## src/rtl/mux_arb_nto1.sv

```systemverilog
// N-to-1 registered selector with valid/ready on every channel: addressed or round-robin grant.
// Optional even parity on the held word when MUX_ARB_PARITY_EN is defined.
module mux_arb_nto1 #(
    parameter int WIDTH      = 32,
    parameter int NUM_INPUTS = 32,
    parameter int ADDR_WIDTH = 5
) (
    input  logic                         Clk,
    input  logic                         Reset,
    input  logic                         mode,
    input  logic [ADDR_WIDTH-1:0]        address,
    input  logic [NUM_INPUTS-1:0]        in_valid,
    input  logic [NUM_INPUTS*WIDTH-1:0]  in_data,
    output logic [NUM_INPUTS-1:0]        in_ready,
    output logic                         out_valid,
    output logic [WIDTH-1:0]             out_data,
    output logic [ADDR_WIDTH-1:0]        out_chan,
    input  logic                         out_ready,
    output logic                         out_parity,
    output logic                         o_dbg_state
);

    // Handshake: a word moves on a rising Clk edge when valid and ready are both high.
    // in_ready may depend on in_valid; in_valid must never depend on in_ready.

    typedef enum logic {
        ST_EMPTY = 1'b0,
        ST_FULL  = 1'b1
    } state_t;

    localparam logic [ADDR_WIDTH:0] L_N = (ADDR_WIDTH + 1)'(NUM_INPUTS);

    state_t                  r_state;
    state_t                  w_state_next;
    logic [ADDR_WIDTH-1:0]   r_ptr;
    logic [WIDTH-1:0]        r_data;
    logic [ADDR_WIDTH-1:0]   r_chan;

    logic [NUM_INPUTS-1:0]   w_addr_onehot;
    logic                    w_addr_hit;

    logic [2*NUM_INPUTS-1:0] w_dbl;
    logic [NUM_INPUTS-1:0]   w_rot;
    logic                    w_rr_valid;
    logic [ADDR_WIDTH-1:0]   w_rr_off;
    logic [ADDR_WIDTH:0]     w_rr_sum;
    logic [ADDR_WIDTH-1:0]   w_rr_idx;

    logic                    w_grant_valid;
    logic [ADDR_WIDTH-1:0]   w_grant_idx;
    logic [NUM_INPUTS-1:0]   w_grant_onehot;
    logic [WIDTH-1:0]        w_sel_data;

    logic                    w_can_load;
    logic                    w_load;
    logic [ADDR_WIDTH:0]     w_ptr_inc;
    logic [ADDR_WIDTH-1:0]   w_ptr_next;

    // Addressed grant: an address beyond the last channel simply matches no bit.
    always_comb begin
        w_addr_onehot = '0;
        for (int k = 0; k < NUM_INPUTS; k++) begin
            w_addr_onehot[k] = (address == ADDR_WIDTH'(k));
        end
        w_addr_hit = |(w_addr_onehot & in_valid);
    end

    // Round-robin: rotate so bit 0 is the pointer channel, then take the lowest set bit.
    assign w_dbl = {in_valid, in_valid};
    assign w_rot = NUM_INPUTS'(w_dbl >> r_ptr);

    always_comb begin
        w_rr_valid = 1'b0;
        w_rr_off   = '0;
        for (int j = NUM_INPUTS - 1; j >= 0; j--) begin
            if (w_rot[j]) begin
                w_rr_valid = 1'b1;
                w_rr_off   = ADDR_WIDTH'(j);
            end
        end
    end

    always_comb begin
        w_rr_sum = {1'b0, r_ptr} + {1'b0, w_rr_off};
        if (w_rr_sum >= L_N) begin
            w_rr_sum = w_rr_sum - L_N;
        end
        w_rr_idx = w_rr_sum[ADDR_WIDTH-1:0];
    end

    assign w_grant_valid = mode ? w_rr_valid : w_addr_hit;
    assign w_grant_idx   = mode ? w_rr_idx   : address;

    always_comb begin
        w_grant_onehot = '0;
        w_sel_data     = '0;
        for (int k = 0; k < NUM_INPUTS; k++) begin
            w_grant_onehot[k] = w_grant_valid & (w_grant_idx == ADDR_WIDTH'(k));
            if (w_grant_onehot[k]) begin
                w_sel_data = in_data[k*WIDTH +: WIDTH];
            end
        end
    end

    assign w_can_load = (r_state == ST_EMPTY) | ((r_state == ST_FULL) & out_ready);
    assign w_load     = w_can_load & w_grant_valid & ~Reset;
    assign in_ready   = w_load ? w_grant_onehot : '0;

    always_comb begin
        w_ptr_inc = {1'b0, w_grant_idx} + 1'b1;
        if (w_ptr_inc >= L_N) begin
            w_ptr_inc = '0;
        end
        w_ptr_next = w_ptr_inc[ADDR_WIDTH-1:0];
    end

    always_comb begin
        w_state_next = r_state;
        case (r_state)
            ST_EMPTY: begin
                if (w_load) begin
                    w_state_next = ST_FULL;
                end
            end
            ST_FULL: begin
                if (out_ready && !w_load) begin
                    w_state_next = ST_EMPTY;
                end
            end
            default: w_state_next = ST_EMPTY;
        endcase
    end

    always_ff @(posedge Clk or posedge Reset) begin
        if (Reset) begin
            r_state <= ST_EMPTY;
        end else begin
            r_state <= w_state_next;
        end
    end

    // The pointer only advances when a round-robin grant is actually accepted.
    always_ff @(posedge Clk or posedge Reset) begin
        if (Reset) begin
            r_ptr <= '0;
        end else if (w_load && mode) begin
            r_ptr <= w_ptr_next;
        end
    end

    always_ff @(posedge Clk or posedge Reset) begin
        if (Reset) begin
            r_data <= '0;
            r_chan <= '0;
        end else if (w_load) begin
            r_data <= w_sel_data;
            r_chan <= w_grant_idx;
        end
    end

`ifdef MUX_ARB_PARITY_EN
    logic r_parity;

    always_ff @(posedge Clk or posedge Reset) begin
        if (Reset) begin
            r_parity <= 1'b0;
        end else if (w_load) begin
            r_parity <= ^w_sel_data;
        end
    end

    assign out_parity = r_parity;
`else
    assign out_parity = 1'b0;
`endif

    assign out_valid   = (r_state == ST_FULL);
    assign out_data    = r_data;
    assign out_chan    = r_chan;
    assign o_dbg_state = r_state;

endmodule

```

## config.mk

```make
export PLATFORM = sky130hd
export DESIGN_NAME = mux_arb_nto1
export DESIGN_NICKNAME = d
export VERILOG_FILES = /design/src/rtl/mux_arb_nto1.sv
export SDC_FILE = /design/constraint.sdc
export NUM_CORES = 1
export LEC_CHECK = 0
export ABC_AREA = 1
export CAP_MARGIN = 20
export CORE_AREA = 2 2 438 440
export CTS_CLUSTER_SIZE = 8
export DETAILED_ROUTE_END_ITERATION = 16
export DIE_AREA = 0 0 440 442
export PLACE_DENSITY = 0.37
export SLEW_MARGIN = 10
export SYNTH_ARGS = -nofsm -noshare
export SYNTH_HDL_FRONTEND = slang
export SYNTH_SLANG_ARGS = --single-unit
```

## constraint.sdc

```tcl
create_clock -name Clk -period 9.7 [get_ports Clk]
set_input_delay 1.94 -clock Clk [delete_from_list [all_inputs] [get_ports Clk]]
set_output_delay 1.94 -clock Clk [all_outputs]
set_load 0.01 [all_outputs]
```

## After elaboration in Yosys (flattened, before gate mapping)

Index checks and enable logic that the tools add are counted.

| storage, ports and cells | value |
|---|---|
| memory bits (writable) | 0 |
| logic and storage cells | 221 |
| input bits | 1065 |
| bits in read-only memories | 0 |
| output and inout port bits | 72 |
| memories kept | 0 |
| latch bits | 0 |
| register bits after elaboration | 43 |

| cells by class | value |
|---|---|
| mux-type cells | 104 |
| div/mod/pow operators | 0 |
| multipliers | 0 |
| order comparisons | 2 |
| equal/unequal tests | 62 |
| reduce and logical (&&, ||, !) cells | 6 |
| $add $sub $neg | 3 |
| shift operators | 1 |
| bitwise gates (word level) | 39 |

Operators with widths:

| cell | number |
|---|---|
| 32-bit 2-to-1 mux | 33 |
| 5-bit 2-to-1 mux | 35 |
| 5-bit equality test, second input constant | 32 |
| 5-bit by 4-bit equality test with 1-bit output, second input constant | 16 |
| 64-bit by 5-bit right shift with 32-bit output | 1 |
| 5-bit by 3-bit equality test with 1-bit output, second input constant | 8 |
| 1-bit AND | 35 |
| 1-bit 2-to-1 mux | 35 |
| 32-bit AND | 1 |
| 32-bit OR reduction | 1 |
| 5-bit by 2-bit equality test with 1-bit output, second input constant | 4 |
| 6-bit >= comparator, second input constant | 2 |
| 5-bit by 1-bit equality test with 1-bit output, second input constant | 2 |
| 5-bit zero test | 2 |
| 5-bit by 1-bit adder with 6-bit output, second input constant | 1 |
| 5-bit by 5-bit adder with 6-bit output | 1 |
| 5-bit by 1-bit subtractor with 5-bit output, second input constant | 1 |
| 1-bit logical AND | 2 |
| 1-bit NOT | 2 |
| 1-bit case mux with 2 select lines | 1 |
| 1-bit zero test | 1 |
| 1-bit OR | 1 |

## Longest topological paths before layout

| logic depth | value |
|---|---|
| depth in word-level cells | 71 |
| gate-level depth with buffers | 79 |

## Worst setup path before layout

Ideal clock, no wire load.

| path | value |
|---|---|
| kind | input-to-output |
| from | input port in_valid[25] |
| to | output port in_ready[25] |
| setup slack | 874 ps |
| arrival time | 6886 ps |
| stages on the path | 47 |
| cells stage by stage | nand2_1 -> nand3_1 -> nand3_1 -> nand3_1 -> nand3_1 -> nand2_1 -> inv_2 -> a21oi_1 -> o21ai_0 -> a21oi_1 -> o21ai_0 -> a21oi_1 -> o21ai_0 -> a21oi_1 -> o21ai_0 -> nand2_1 -> nand2_1 -> nand2_1 -> (+11 left out) -> ha_1 -> fa_1 -> nand2_1 -> a21oi_1 -> or2_2 -> xor2_1 -> nand3_1 -> nand3_4 -> nand2_8 -> buf_6 -> buf_6 -> buf_4 -> buf_2 -> nor2_1 -> inv_1 -> clkbuf_1 -> buf_2 -> nor2_1 |

| between the ends | value |
|---|---|
| word-level cells in the longest chain between the ends | 40 |

Ends and longest elaborated chain:

| item | line | text |
|---|---|---|
| start: declaration | 12 | `input logic [NUM_INPUTS-1:0] in_valid,` |
| 64-bit by 5-bit right shift with 32-bit output | 70 | `assign w_rot = NUM_INPUTS'(w_dbl >> r_ptr);` |
| 5-bit 2-to-1 mux (32 in a row) | 76 | `if (w_rot[j]) begin` |
| 5-bit by 5-bit adder with 6-bit output | 84 | `w_rr_sum = {1'b0, r_ptr} + {1'b0, w_rr_off};` |
| 5-bit by 1-bit subtractor with 5-bit output or 6-bit >= comparator (tied branches) | 86, 85 |  |
| 5-bit 2-to-1 mux | 85 | `if (w_rr_sum >= L_N) begin` |
| 5-bit 2-to-1 mux | 92 | `assign w_grant_idx = mode ? w_rr_idx : address;` |
| 5-bit equality test | 98 | `w_grant_onehot[k] = w_grant_valid & (w_grant_idx == ADDR_WIDTH'(k));` |
| 1-bit AND | 98 |  |
| 32-bit 2-to-1 mux (*) | 107 | `assign in_ready = w_load ? w_grant_onehot : '0;` |
| end: declaration | 14 | `output logic [NUM_INPUTS-1:0] in_ready,` |

Every way passes the cells marked *; elsewhere a longest branch is shown, timed or not.

## Final worst setup path

| path | value |
|---|---|
| from | input port in_valid[5] |
| to | register r_data[25], in the netlist out_data[25] |

| between the ends | value |
|---|---|
| word-level cells in the longest chain between the ends | 71 |

Ends and longest elaborated chain:

| item | line | text |
|---|---|---|
| 64-bit by 5-bit right shift with 32-bit output | 70 |  |
| 5-bit 2-to-1 mux (32 in a row) | 76 |  |
| 5-bit by 5-bit adder with 6-bit output | 84 |  |
| 5-bit by 1-bit subtractor with 5-bit output or 6-bit >= comparator (tied branches) | 86, 85 |  |
| 5-bit 2-to-1 mux | 85 |  |
| 5-bit 2-to-1 mux | 92 |  |
| 5-bit zero test | 98 |  |
| 1-bit AND | 98 |  |
| 32-bit 2-to-1 mux (32 in a row) | 99 | `if (w_grant_onehot[k]) begin` |
| end signal: assignment | 156 | `r_data <= w_sel_data;` |
| end: declaration | 36 | `logic [WIDTH-1:0] r_data;` |

Parallel ways exist; a longest one is shown, timed or not.
A chain may end at the register's enable or synchronous reset.

==> results.sh <==
export IMPL_grt_max_degree=56
export IMPL_r2r_end="out_data[25]$_DFFE_PP0P_"
export IMPL_start_kind="input pin"
export IMPL_avgSynthCellArea_um2=4.75
export IMPL_layout_setup_ws_ps=67.7
export IMPL_arrival_ps=9880
export IMPL_slowest_stage="fa_2"
export IMPL_area_delta_synth_final_pct=120
export IMPL_yosysTopAreaCellShare=0.308
export IMPL_power_density_nw_per_um2=312
export IMPL_criticalPathCategory="input pin to register"
export IMPL_crit_path_max_incr_delay_ps=400
export IMPL_wl_per_cell_um=25.0
export IMPL_drtIter0Drc=1815
export IMPL_first_pass_iters=8
export IMPL_crit_end="out_data[25]$_DFFE_PP0P_"
export IMPL_cts_hold_buf=0
export IMPL_via_count=29373
export IMPL_synth_edf_count=0
export IMPL_cp_max_fo=7
export IMPL_die_area_um2=194000
export IMPL_place_hpwl_um=164000
export IMPL_viasPerCell=3.90
export IMPL_grt_pass1_vias=29440
export IMPL_num_rows=160
export IMPL_yosysSeqAreaShare=0.0621
export IMPL_yosysWarnings=0
export IMPL_syn_area_um2=17300
export IMPL_place_ws_ps=-1650
export IMPL_drive_gt1_frac=0.255
export IMPL_fp_coreArea_um2=190000
export IMPL_finalSetupViolCount=0
export IMPL_skew_ps=16.0
export IMPL_yosys_register_bits=43
export IMPL_r2r_start="r_ptr[0]$_DFFE_PP0P_"
export IMPL_wirelength_um=188000
export IMPL_ir_drop_mv=0.210
export IMPL_grt_usage=0.184
export IMPL_rrSetupSlack_ps=900
export IMPL_numCtsBuffers=5
export IMPL_grt_setup_unrepaired="yes"
export IMPL_drcViolationCount=0
export IMPL_worst_pin_slew_ps=858
export IMPL_postSynthCellCount=3648
export IMPL_multi_input_area_um2=16300
export IMPL_slew_headroom=0.428
export IMPL_cts_sinks=43
export IMPL_dp_cells=7472
export IMPL_cts_root_buf="clkbuf_16"
export IMPL_fin_cells=7534
export IMPL_start_util=0.0915
export IMPL_clk_pin_slew_ps=90
export IMPL_synth_cell_type_count=49
export IMPL_hold_viol=0
export IMPL_synth_most_common_cell="nand2_1"
export IMPL_htreeDepth=2
export IMPL_grt_overflow_total=0
export IMPL_synthTopCellsByCount="1421 x nand2_1, 717 x nand3_1, 389 x inv_1"
export IMPL_ant_nets=0
export IMPL_r2r_cells=79
export IMPL_synthArstFlopShare=1.00
export IMPL_cp_required_ps=9940
export IMPL_syn_nets=4724
export IMPL_num_io_pins=1137
export IMPL_clk_path_buf_depth=2
export IMPL_cts_tree="built"
export IMPL_fp_dieH_um=442
export IMPL_regArea_um2=1080
export IMPL_fin_crit_ps=9630
export IMPL_status="completed"
export IMPL_period_share=0.993
export IMPL_fin_nets=6077
export IMPL_startpoint="in_valid[5]"
export IMPL_synth_main_ff_cell="dfrtp_1"
export IMPL_io_buffer_count=1135
export IMPL_drv_cap=0
export IMPL_maxSlewViolCount=0
export IMPL_fill_cells=21961
export IMPL_antenna_found_initial=41
export IMPL_hold_class="register to register"
export IMPL_end_kind="register"
export IMPL_grt_pass1_wl_um=250000
export IMPL_gp_congestion=0.970
export IMPL_die_x_um=440
export IMPL_leakagePower_uw=0.0171
export IMPL_synth_area_leaders="nand2_1 31%, nand3_1 21%, inv_1 8.4%, or2_2 6.7%, dfrtp_1 6.2%"
export IMPL_fmax_ghz=0.104
export IMPL_cp_common_cell="nand2_1"
export IMPL_yosys_area_top_type="nand2_1"
export IMPL_clk_latency_ps=360
==> where the power goes <==
group | total [uW] | leakage [uW] | internal, uW | switching (uW)
combinational | 11300 | 0.0165 | 4350 | 6960
clock | 249 | 0.0000806 | 124 | 125
sequential | 315 | 0.000545 | 259 | 56.3
total | 11900 | 0.0171 | 4740 | 7140
==> cell usage in the layout (no fill, tap or decap), drive strengths merged, types with 2 or more instances in the layout <==
cell type	n
a21oi	29
o22ai	2
o221ai	2
clkbuf	25
a221oi	2
nor4	2
o21ai	227
inv	416
nand3	719
clkinvlp	3
ha	10
a21boi	2
clkdlybuf4s50	1086
xor2	4
nand2	1449
o211ai	19
nand3b	11
o21bai	8
or2	224
nor3	8
clkinv	7
diode	21
a31oi	4
buf	466
nand4	20
nor2	199
dfrtp	43
dlygate4sd2	4
dlymetal6s2s	5
==> kinds of logic (layout without fill, tap and decap cells) <==
kind of cell,count (synthesis),after routing,synth area share
AO/OA/AOI/OAI,296,296,0.0919
XOR/XNOR,5,5,0.00253
adder cells (fa/ha/maj),11,11,0.00837
buffers and inverters,660,2014,0.161
flip-flops,43,43,0.0621
other,1,22,0.000216
AND/OR/NAND/NOR,2632,2632,0.674
==> flip-flops by register name (all words and copies together), names as in the netlist <==
signal	count
out_data	32
r_ptr	5
out_chan	5
o_dbg_state	1
==> how the worst min path moves through the flow <==
stage / from / to / slack [ps] / cells after the start
after detailed placement: out_data[1]$_DFFE_PP0P_ / out_data[1]$_DFFE_PP0P_ / 470 / 2
after floorplan: out_data[0]$_DFFE_PP0P_ / out_data[0]$_DFFE_PP0P_ / 520 / 2
after global placement: out_data[24]$_DFFE_PP0P_ / out_data[24]$_DFFE_PP0P_ / 460 / 2
final: out_data[8]$_DFFE_PP0P_ / out_data[8]$_DFFE_PP0P_ / 480 / 2
after CTS: out_data[8]$_DFFE_PP0P_ / out_data[8]$_DFFE_PP0P_ / 490 / 2
after global routing: out_data[8]$_DFFE_PP0P_ / out_data[8]$_DFFE_PP0P_ / 500 / 2
==> worst max-delay path, delay by kind of cell <==
family	cells	cell delay, ps
xor+xnor	1	160
fa+ha+maj	2	610
simple gates	57	5060
compound gates	11	1150
buf+inv	8	890
==> per-layer routing <==
| metal | track usage | routed length [um] | part of all wire | up-vias |
|---|---|---|---|---|
| met3 | 0.0231 | 8640 | 0.046 | 174 |
| met4 | 0.0522 | 6450 | 0.034 | 12 |
| met2 | 0.350 | 99500 | 0.53 | 996 |
| met5 | 0 | 79 | 0.00042 | - |
| met1 | 0.212 | 73800 | 0.39 | 14016 |
| li1 | - | - | - | 14175 |
==> area by class of cell <==
cell class | instances | share of cell area
Antenna cell | 21 | 0.00138
Tap cell | 2511 | 0.0825
Clock buffer | 5 | 0.00329
Timing Repair Buffer | 1582 | 0.413
Clock inverter | 3 | 0.00122
Sequential cell | 43 | 0.0283
Multi-Input combinational cell | 2945 | 0.427
Inverter | 424 | 0.0431
==> through the flow <==
stage / hold slack, ps / util / instance area [um^2] / TNS (ps) / power, uW
3_3_place_gp: 463 / 0.183 / 34700 / -54300 / 10400
5_1_grt: 497 / 0.201 / 38100 / -8700 / 12900
6_report: 484 / 0.201 / 38100 / 0 / 11900
3_5_place_dp: 465 / 0.183 / 34700 / -50390 / 10300
4_1_cts: 490 / 0.190 / 36100 / -287 / 11200
2_1_floorplan: 515 / - / 17300 / 0 / 4350
==> repair_timing <==
item / CTS / global route
setup endpoints to repair: 63 / 59
setup buffers: 9 / 26
cloned: 1 / 3
pin swaps: 43 / 231
gates resized for setup: 320 / 491
No activity file was read; power rests on OpenSTA's default activity.
